==> src/rtl/dsp_pkg.sv <==
// Shared DSP types: DDS control write payload and the command-stream header
// parsed by dds_control_writer.
package dsp_pkg;

    localparam int unsigned DDS_NUM_CHANNELS                     = 16;
    localparam int unsigned DDS_CHANNEL_INDEX_WIDTH              = $clog2(DDS_NUM_CHANNELS);
    localparam int unsigned DDS_CONTROL_ENTRY_PACKED_WIDTH       = 48;
    localparam int unsigned DDS_CONTROL_SETUP_ENTRY_PACKED_WIDTH = 4;

    typedef enum logic [1:0] {
        DDS_CTRL_NONE      = 2'd0,
        DDS_CTRL_LFSR      = 2'd1,
        DDS_CTRL_SIN_SWEEP = 2'd2,
        DDS_CTRL_SIN_STEP  = 2'd3
    } dds_control_type_e;

    typedef struct packed {
        logic       phase_reset;
        logic [2:0] gain_shift;
    } dds_control_setup_entry_t;

    typedef struct packed {
        logic                                      valid;
        logic [DDS_CHANNEL_INDEX_WIDTH-1:0]        channel_index;
        dds_control_setup_entry_t                  setup;
        dds_control_type_e                         control_type;
        logic [DDS_CONTROL_ENTRY_PACKED_WIDTH-1:0] control_data;
    } dds_control_t;

    localparam logic [7:0]  DDS_CONTROL_WRITER_MAGIC = 8'hD5;
    localparam int unsigned DDS_CONTROL_TYPE_MAX     = 3;
    localparam int unsigned DDS_CONTROL_WRITER_WORDS = (DDS_CONTROL_ENTRY_PACKED_WIDTH + 31) / 32;

    typedef struct packed {
        logic [7:0] magic;
        logic [7:0] setup;
        logic [3:0] reserved;
        logic [3:0] control_type;
        logic [7:0] channel_index;
    } dds_control_writer_header_t;

    typedef enum logic [1:0] {
        S_HEADER  = 2'd0,
        S_PAYLOAD = 2'd1,
        S_DRAIN   = 2'd2,
        S_ISSUE   = 2'd3
    } dds_control_writer_state_e;

endpackage

==> src/rtl/dds_control_writer.sv <==
// Parses header + payload word frames into single-cycle dds_control_t writes;
// malformed frames are drained and counted, never partially written.
module dds_control_writer
    import dsp_pkg::*;
#(
    parameter int unsigned NUM_CHANNELS        = DDS_NUM_CHANNELS,
    parameter int unsigned CHANNEL_INDEX_WIDTH = $clog2(NUM_CHANNELS),
    parameter int unsigned CONTROL_WORDS       = DDS_CONTROL_WRITER_WORDS
) (
    input  logic         Clk,
    input  logic         Rst,
    input  logic         Input_valid,
    input  logic         Input_last,
    input  logic [31:0]  Input_data,
    output logic         Input_ready,
    output dds_control_t Control_data,
    output logic [15:0]  Error_count,
    output logic [15:0]  Frame_count
);

    localparam int unsigned     WORD_W    = 32;
    localparam int unsigned     K_W       = (CONTROL_WORDS > 1) ? $clog2(CONTROL_WORDS) : 1;
    localparam int unsigned     PAYLOAD_W = CONTROL_WORDS * WORD_W;
    localparam logic [K_W-1:0]  K_LAST    = K_W'(CONTROL_WORDS - 1);
    localparam logic [15:0]     COUNT_MAX = 16'hFFFF;

    dds_control_writer_state_e            state_q, state_d;
    logic [K_W-1:0]                       k_q, k_d;
    logic [CHANNEL_INDEX_WIDTH-1:0]       chan_q, chan_d;
    dds_control_setup_entry_t             setup_q, setup_d;
    dds_control_type_e                    type_q, type_d;
    logic [CONTROL_WORDS-1:0][WORD_W-1:0] payload_q, payload_d;
    dds_control_t                         ctrl_q, ctrl_d;
    logic                                 ready_q, ready_d;
    logic [15:0]                          err_q, err_d;
    logic [15:0]                          frame_q, frame_d;

    logic                       accept;
    logic                       hdr_ok;
    logic                       err_bump;
    dds_control_writer_header_t hdr;
    logic [PAYLOAD_W-1:0]       payload_flat;
    logic                       unused_hdr_bits;

    assign accept       = Input_valid && ready_q;
    assign hdr          = dds_control_writer_header_t'(Input_data);
    assign payload_flat = payload_q;
    assign hdr_ok       = (hdr.magic == DDS_CONTROL_WRITER_MAGIC)
                       && (32'(hdr.control_type) <= DDS_CONTROL_TYPE_MAX)
                       && (32'(hdr.channel_index) < NUM_CHANNELS);

    // Reserved nibble and setup bits above the entry width are don't-care.
    assign unused_hdr_bits = ^{hdr.reserved, hdr.setup[7:DDS_CONTROL_SETUP_ENTRY_PACKED_WIDTH]};

    // Next-state, datapath and counter updates.
    always_comb begin
        state_d      = state_q;
        k_d          = k_q;
        chan_d       = chan_q;
        setup_d      = setup_q;
        type_d       = type_q;
        payload_d    = payload_q;
        ctrl_d       = ctrl_q;
        ctrl_d.valid = 1'b0;
        frame_d      = frame_q;
        err_d        = err_q;
        err_bump     = 1'b0;

        case (state_q)
            S_HEADER: begin
                if (accept) begin
                    if (hdr_ok && !Input_last) begin
                        chan_d  = CHANNEL_INDEX_WIDTH'(hdr.channel_index);
                        setup_d = dds_control_setup_entry_t'(hdr.setup[DDS_CONTROL_SETUP_ENTRY_PACKED_WIDTH-1:0]);
                        type_d  = dds_control_type_e'(hdr.control_type[1:0]);
                        k_d     = '0;
                        state_d = S_PAYLOAD;
                    end else begin
                        err_bump = 1'b1;
                        state_d  = Input_last ? S_HEADER : S_DRAIN;
                    end
                end
            end
            S_PAYLOAD: begin
                if (accept) begin
                    payload_d[k_q] = Input_data;
                    if (k_q == K_LAST) begin
                        if (Input_last) begin
                            state_d = S_ISSUE;
                        end else begin
                            err_bump = 1'b1;
                            state_d  = S_DRAIN;
                        end
                    end else if (Input_last) begin
                        err_bump = 1'b1;
                        state_d  = S_HEADER;
                    end else begin
                        k_d = k_q + 1'b1;
                    end
                end
            end
            S_DRAIN: begin
                if (accept && Input_last) begin
                    state_d = S_HEADER;
                end
            end
            S_ISSUE: begin
                ctrl_d.valid         = 1'b1;
                ctrl_d.channel_index = DDS_CHANNEL_INDEX_WIDTH'(chan_q);
                ctrl_d.setup         = setup_q;
                ctrl_d.control_type  = type_q;
                ctrl_d.control_data  = DDS_CONTROL_ENTRY_PACKED_WIDTH'(payload_flat);
                frame_d              = frame_q + 16'd1;
                state_d              = S_HEADER;
            end
            default: begin
                state_d = S_HEADER;
            end
        endcase

        if (err_bump && (err_q != COUNT_MAX)) begin
            err_d = err_q + 16'd1;
        end

        ready_d = (state_d != S_ISSUE);
    end

    // State and output registers.
    always_ff @(posedge Clk or posedge Rst) begin
        if (Rst) begin
            state_q   <= S_HEADER;
            k_q       <= '0;
            chan_q    <= '0;
            setup_q   <= '0;
            type_q    <= DDS_CTRL_NONE;
            payload_q <= '0;
            ctrl_q    <= '0;
            ready_q   <= 1'b0;
            err_q     <= '0;
            frame_q   <= '0;
        end else begin
            state_q   <= state_d;
            k_q       <= k_d;
            chan_q    <= chan_d;
            setup_q   <= setup_d;
            type_q    <= type_d;
            payload_q <= payload_d;
            ctrl_q    <= ctrl_d;
            ready_q   <= ready_d;
            err_q     <= err_d;
            frame_q   <= frame_d;
        end
    end

    assign Input_ready  = ready_q;
    assign Control_data = ctrl_q;
    assign Error_count  = err_q;
    assign Frame_count  = frame_q;

endmodule

==> config.mk <==
export PLATFORM = sky130hd
export DESIGN_NAME = dds_control_writer
export DESIGN_NICKNAME = d
export VERILOG_FILES = /design/src/rtl/dsp_pkg.sv /design/src/rtl/dds_control_writer.sv
export SDC_FILE = /design/constraint.sdc
export NUM_CORES = 1
export LEC_CHECK = 0
export BUFFER_PORTS_ARGS = -buffer_cell sky130_fd_sc_hd__buf_4
export CAP_MARGIN = 20
export CORE_UTILIZATION = 40
export DETAILED_ROUTE_END_ITERATION = 10
export PLACE_DENSITY = 0.61
export REMOVE_ABC_BUFFERS = 1
export SLEW_MARGIN = 20
export SYNTH_ARGS = -nofsm -noshare
export SYNTH_HDL_FRONTEND = slang
export SYNTH_SLANG_ARGS = --single-unit
==> constraint.sdc <==
create_clock -name Clk -period 6.9 [get_ports Clk]
set_input_delay 1.38 -clock Clk [delete_from_list [all_inputs] [get_ports Clk]]
set_output_delay 1.38 -clock Clk [all_outputs]
set_load 0.05 [all_outputs]
==> metrics.md <==
| Metric | Value |
|---|---|
| Clk_skew | 0.00799 ns |
| Total negative slack | 0 ns |
| Startpoint types | input pin |
| Period utilisation layout | 0.412 |
| Postcts setup bufs | 0 |
| Main flop type after synthesis | dfrtp_1 |
| N_diodes | 0 |
| Clk sinks | 153 |
| Worst EP arrival | 3.14 ns |
| Yosys cell types | 36 |
| Most frequent cells in the layout | dfrtp_1 (153), buf_4 (130), mux2_2 (114) |
| Final Hold Vio Count | 0 |
| NumNets Final | 579 |
| Synth warn | 0 |
| Grt total ovfl | 0 |
| Syn avg cell area | 15.1 sq um |
| 1st-iter DRT viols | 165 |
| Clock slew at reported path FFs | 0.06 ns |
| Max clock buf depth | 2 |
| DR pass1 iterations | 7 |
| Antenna Nets Post-Route | 0 |
| # IOs | 128 |
| Final WS setup | 4.05 ns |
| Post-CTS Resized | 0 |
| Max VDD drop | 0.187 mV |
| RD Place Congestion | 0.737 |
| Synth Register Bits | 153 |
| Die width | 125 microns |
| PwrDens | 306 mW/mm^2 |
| Avg WL per Cell | 15.9 microns |
| Cell Area, Synth | 0.00607 sq mm |
| Core area | 0.0146 sq mm |
| Hold_ws | 0.469 ns |
| Dpl hpwl | 7.86 mm |
| CP Data Required Time | 7.19 ns |
| Synth area leaders | dfrtp_1 (63%), mux2_2 (21%), xnor2_1 (2.6%) |
| Setup CP Type | input pin to register |
| Post-synthesis instance total | 403 |
| Unrepaired setup endpoints after global routing | false |
| Via density | 5.01 |
| CTS tree | built |
| H-tree depth | 4 |
| Max-Cap Viols | 0 |
| Pins Over Slew Limit | 0 |
| Area Growth Syn to Fin | 27.7% |
| Leakage | 0.00392 uW |
| Design area | 0.00775 sq mm |
| Failing checks | DRC |
| Vias in the first global route | 3889 |
| Share of the synthesized area in the top cell type | 0.631 |
| Initial core utilization | 0.414 |
| Place WS | 3.58 ns |
| Fraction of layout cells with a size suffix above 1 | 0.519 |
| Largest net degree at the start of global routing | 88 |
| EDFF count, synth | 0 |
| Die ar. | 0.0157 sq mm |
| Final std cells w/o fill | 737 |
| Dpl cell area | 0.00721 sq mm |
| Worst-path maximum fanout | 32 |
| Vias | 3693 |
| First-pass GRT wire length | 19.8 mm |
| Seq/Total Area, Yosys | 0.631 |
| GRT Total Usage | 0.164 |
| Count of input and output buffers | 127 |
| Clk Latency, worst-skew pair | 0.41 ns |
| Share of flip-flops with an asynchronous set or reset | 1.00 |
| Clock root cell | clkbuf_16 |
| Die H | 125 microns |
| Outcome | complete, but fails checks |
| # setup viols final | 0 |
| Initial antenna violation count | 0 |
| Fmax | 351 MHz |
| Num rows | 44 |
| Hold WC Path Type | register to register |
| Post-route DRC | 12 |
| Total CTS buffers | 17 |
| Synth area leader | dfrtp_1 |
| Crit end category | register |
| Relative slew slack | 0.287 |
| Commonest non-fill, non-tap cell in the layout | dfrtp_1 |
| Tmin final | 2.85 ns |
| Drt total wl | 11.7 mm |
| Slew of the pin with the lowest slew margin | 1.07 ns |
| Placed insts | 705 |
| Cts hold-fix bufs | 0 |
## cells in the mapped netlist (all sizes together), types with 3 or more instances
cell type    n
and3         6
buf         12
dfrtp      153
ha           3
mux2       118
nand2       18
nand3        7
nand4       14
nor2        10
nor3         9
nor4         3
xnor2       18
xor2        13
## worst paths after layout
check	start	cells after the start	to	slack [ns]
worst max-delay path	Input_valid	6	payload_flat[5]$_DFFE_PP0P_	4.05
worst min-delay path	Frame_count[15]$_DFFE_PP0P_	1	Frame_count[15]$_DFFE_PP0P_	0.47
worst max register to register	state_q[0]$_DFF_PP0_	4	Control_data[27]$_DFFE_PP0P_	4.09
worst min register to register	Frame_count[15]$_DFFE_PP0P_	1	Frame_count[15]$_DFFE_PP0P_	0.47
max in group asynchronous	Rst	3	payload_flat[6]$_DFFE_PP0P_	4.45
min in group asynchronous	Rst	2	Control_data[48]$_DFFE_PP0P_	1.09
## per-stage QoR
| stage | util | power (uW) |
|---|---|---|
| 2_1_floorplan | - | 1400 |
| 3_3_place_gp | 0.493 | 1550 |
| 3_5_place_dp | 0.493 | 1560 |
| 4_1_cts | 0.529 | 2410 |
| 5_1_grt | 0.529 | 2480 |
| 6_report | 0.529 | 2370 |
## sequential cells by signal, indices dropped and copies added (netlist names)
signal	flops
state_q	2
Input_ready	1
k_q	1
Frame_count	16
chan_q	4
Error_count	16
payload_flat	48
Control_data	59
type_q	2
setup_q	4
## worst max-delay path: stages
cell	delay (ns)
buf_4	0.12
nand2_1	0.06
nor2_1	0.18
nand2_1	0.14
nor2_4	0.83
mux2_2	0.42
## kinds of logic after synthesis
kind of cell / count (synthesis) / share of synthesized area
xor gates and xnor gates: 31 / 0.0447
DFF: 153 / 0.631
muxes: 118 / 0.219
adders and majority gates: 3 / 0.00618
AOI/OAI and AO/OA: 9 / 0.0124
buffers and inverters: 15 / 0.0138
and+or+nand+nor: 74 / 0.0732
## layer usage
metal,vias to the layer above,part of all wire,global-route usage
met4,0,0.014,0.0588
met3,13,0.068,0.0668
met2,93,0.47,0.253
li1,1703,-,-
met1,1884,0.44,0.208
met5,-,0,0
## power breakdown
group / switching (uW) / total [uW] / leakage (uW) / internal [uW]
Clock: 337 / 833 / 0.000271 / 496
Combinational: 290 / 459 / 0.00161 / 169
Sequential: 73.1 / 1080 / 0.00204 / 1010
Total: 700 / 2370 / 0.00392 / 1670
## cell type report
type                    count  area [sq um]
repair buffers            130           976
fillers                  1262          6890
clock inverters             7          42.5
clock buffers              25           495
well taps                 184           230
multi-input cells         235          2160
flip-flops and latches    153          3830
inverters                   3          16.3
(Power assumes the default switching activity.)
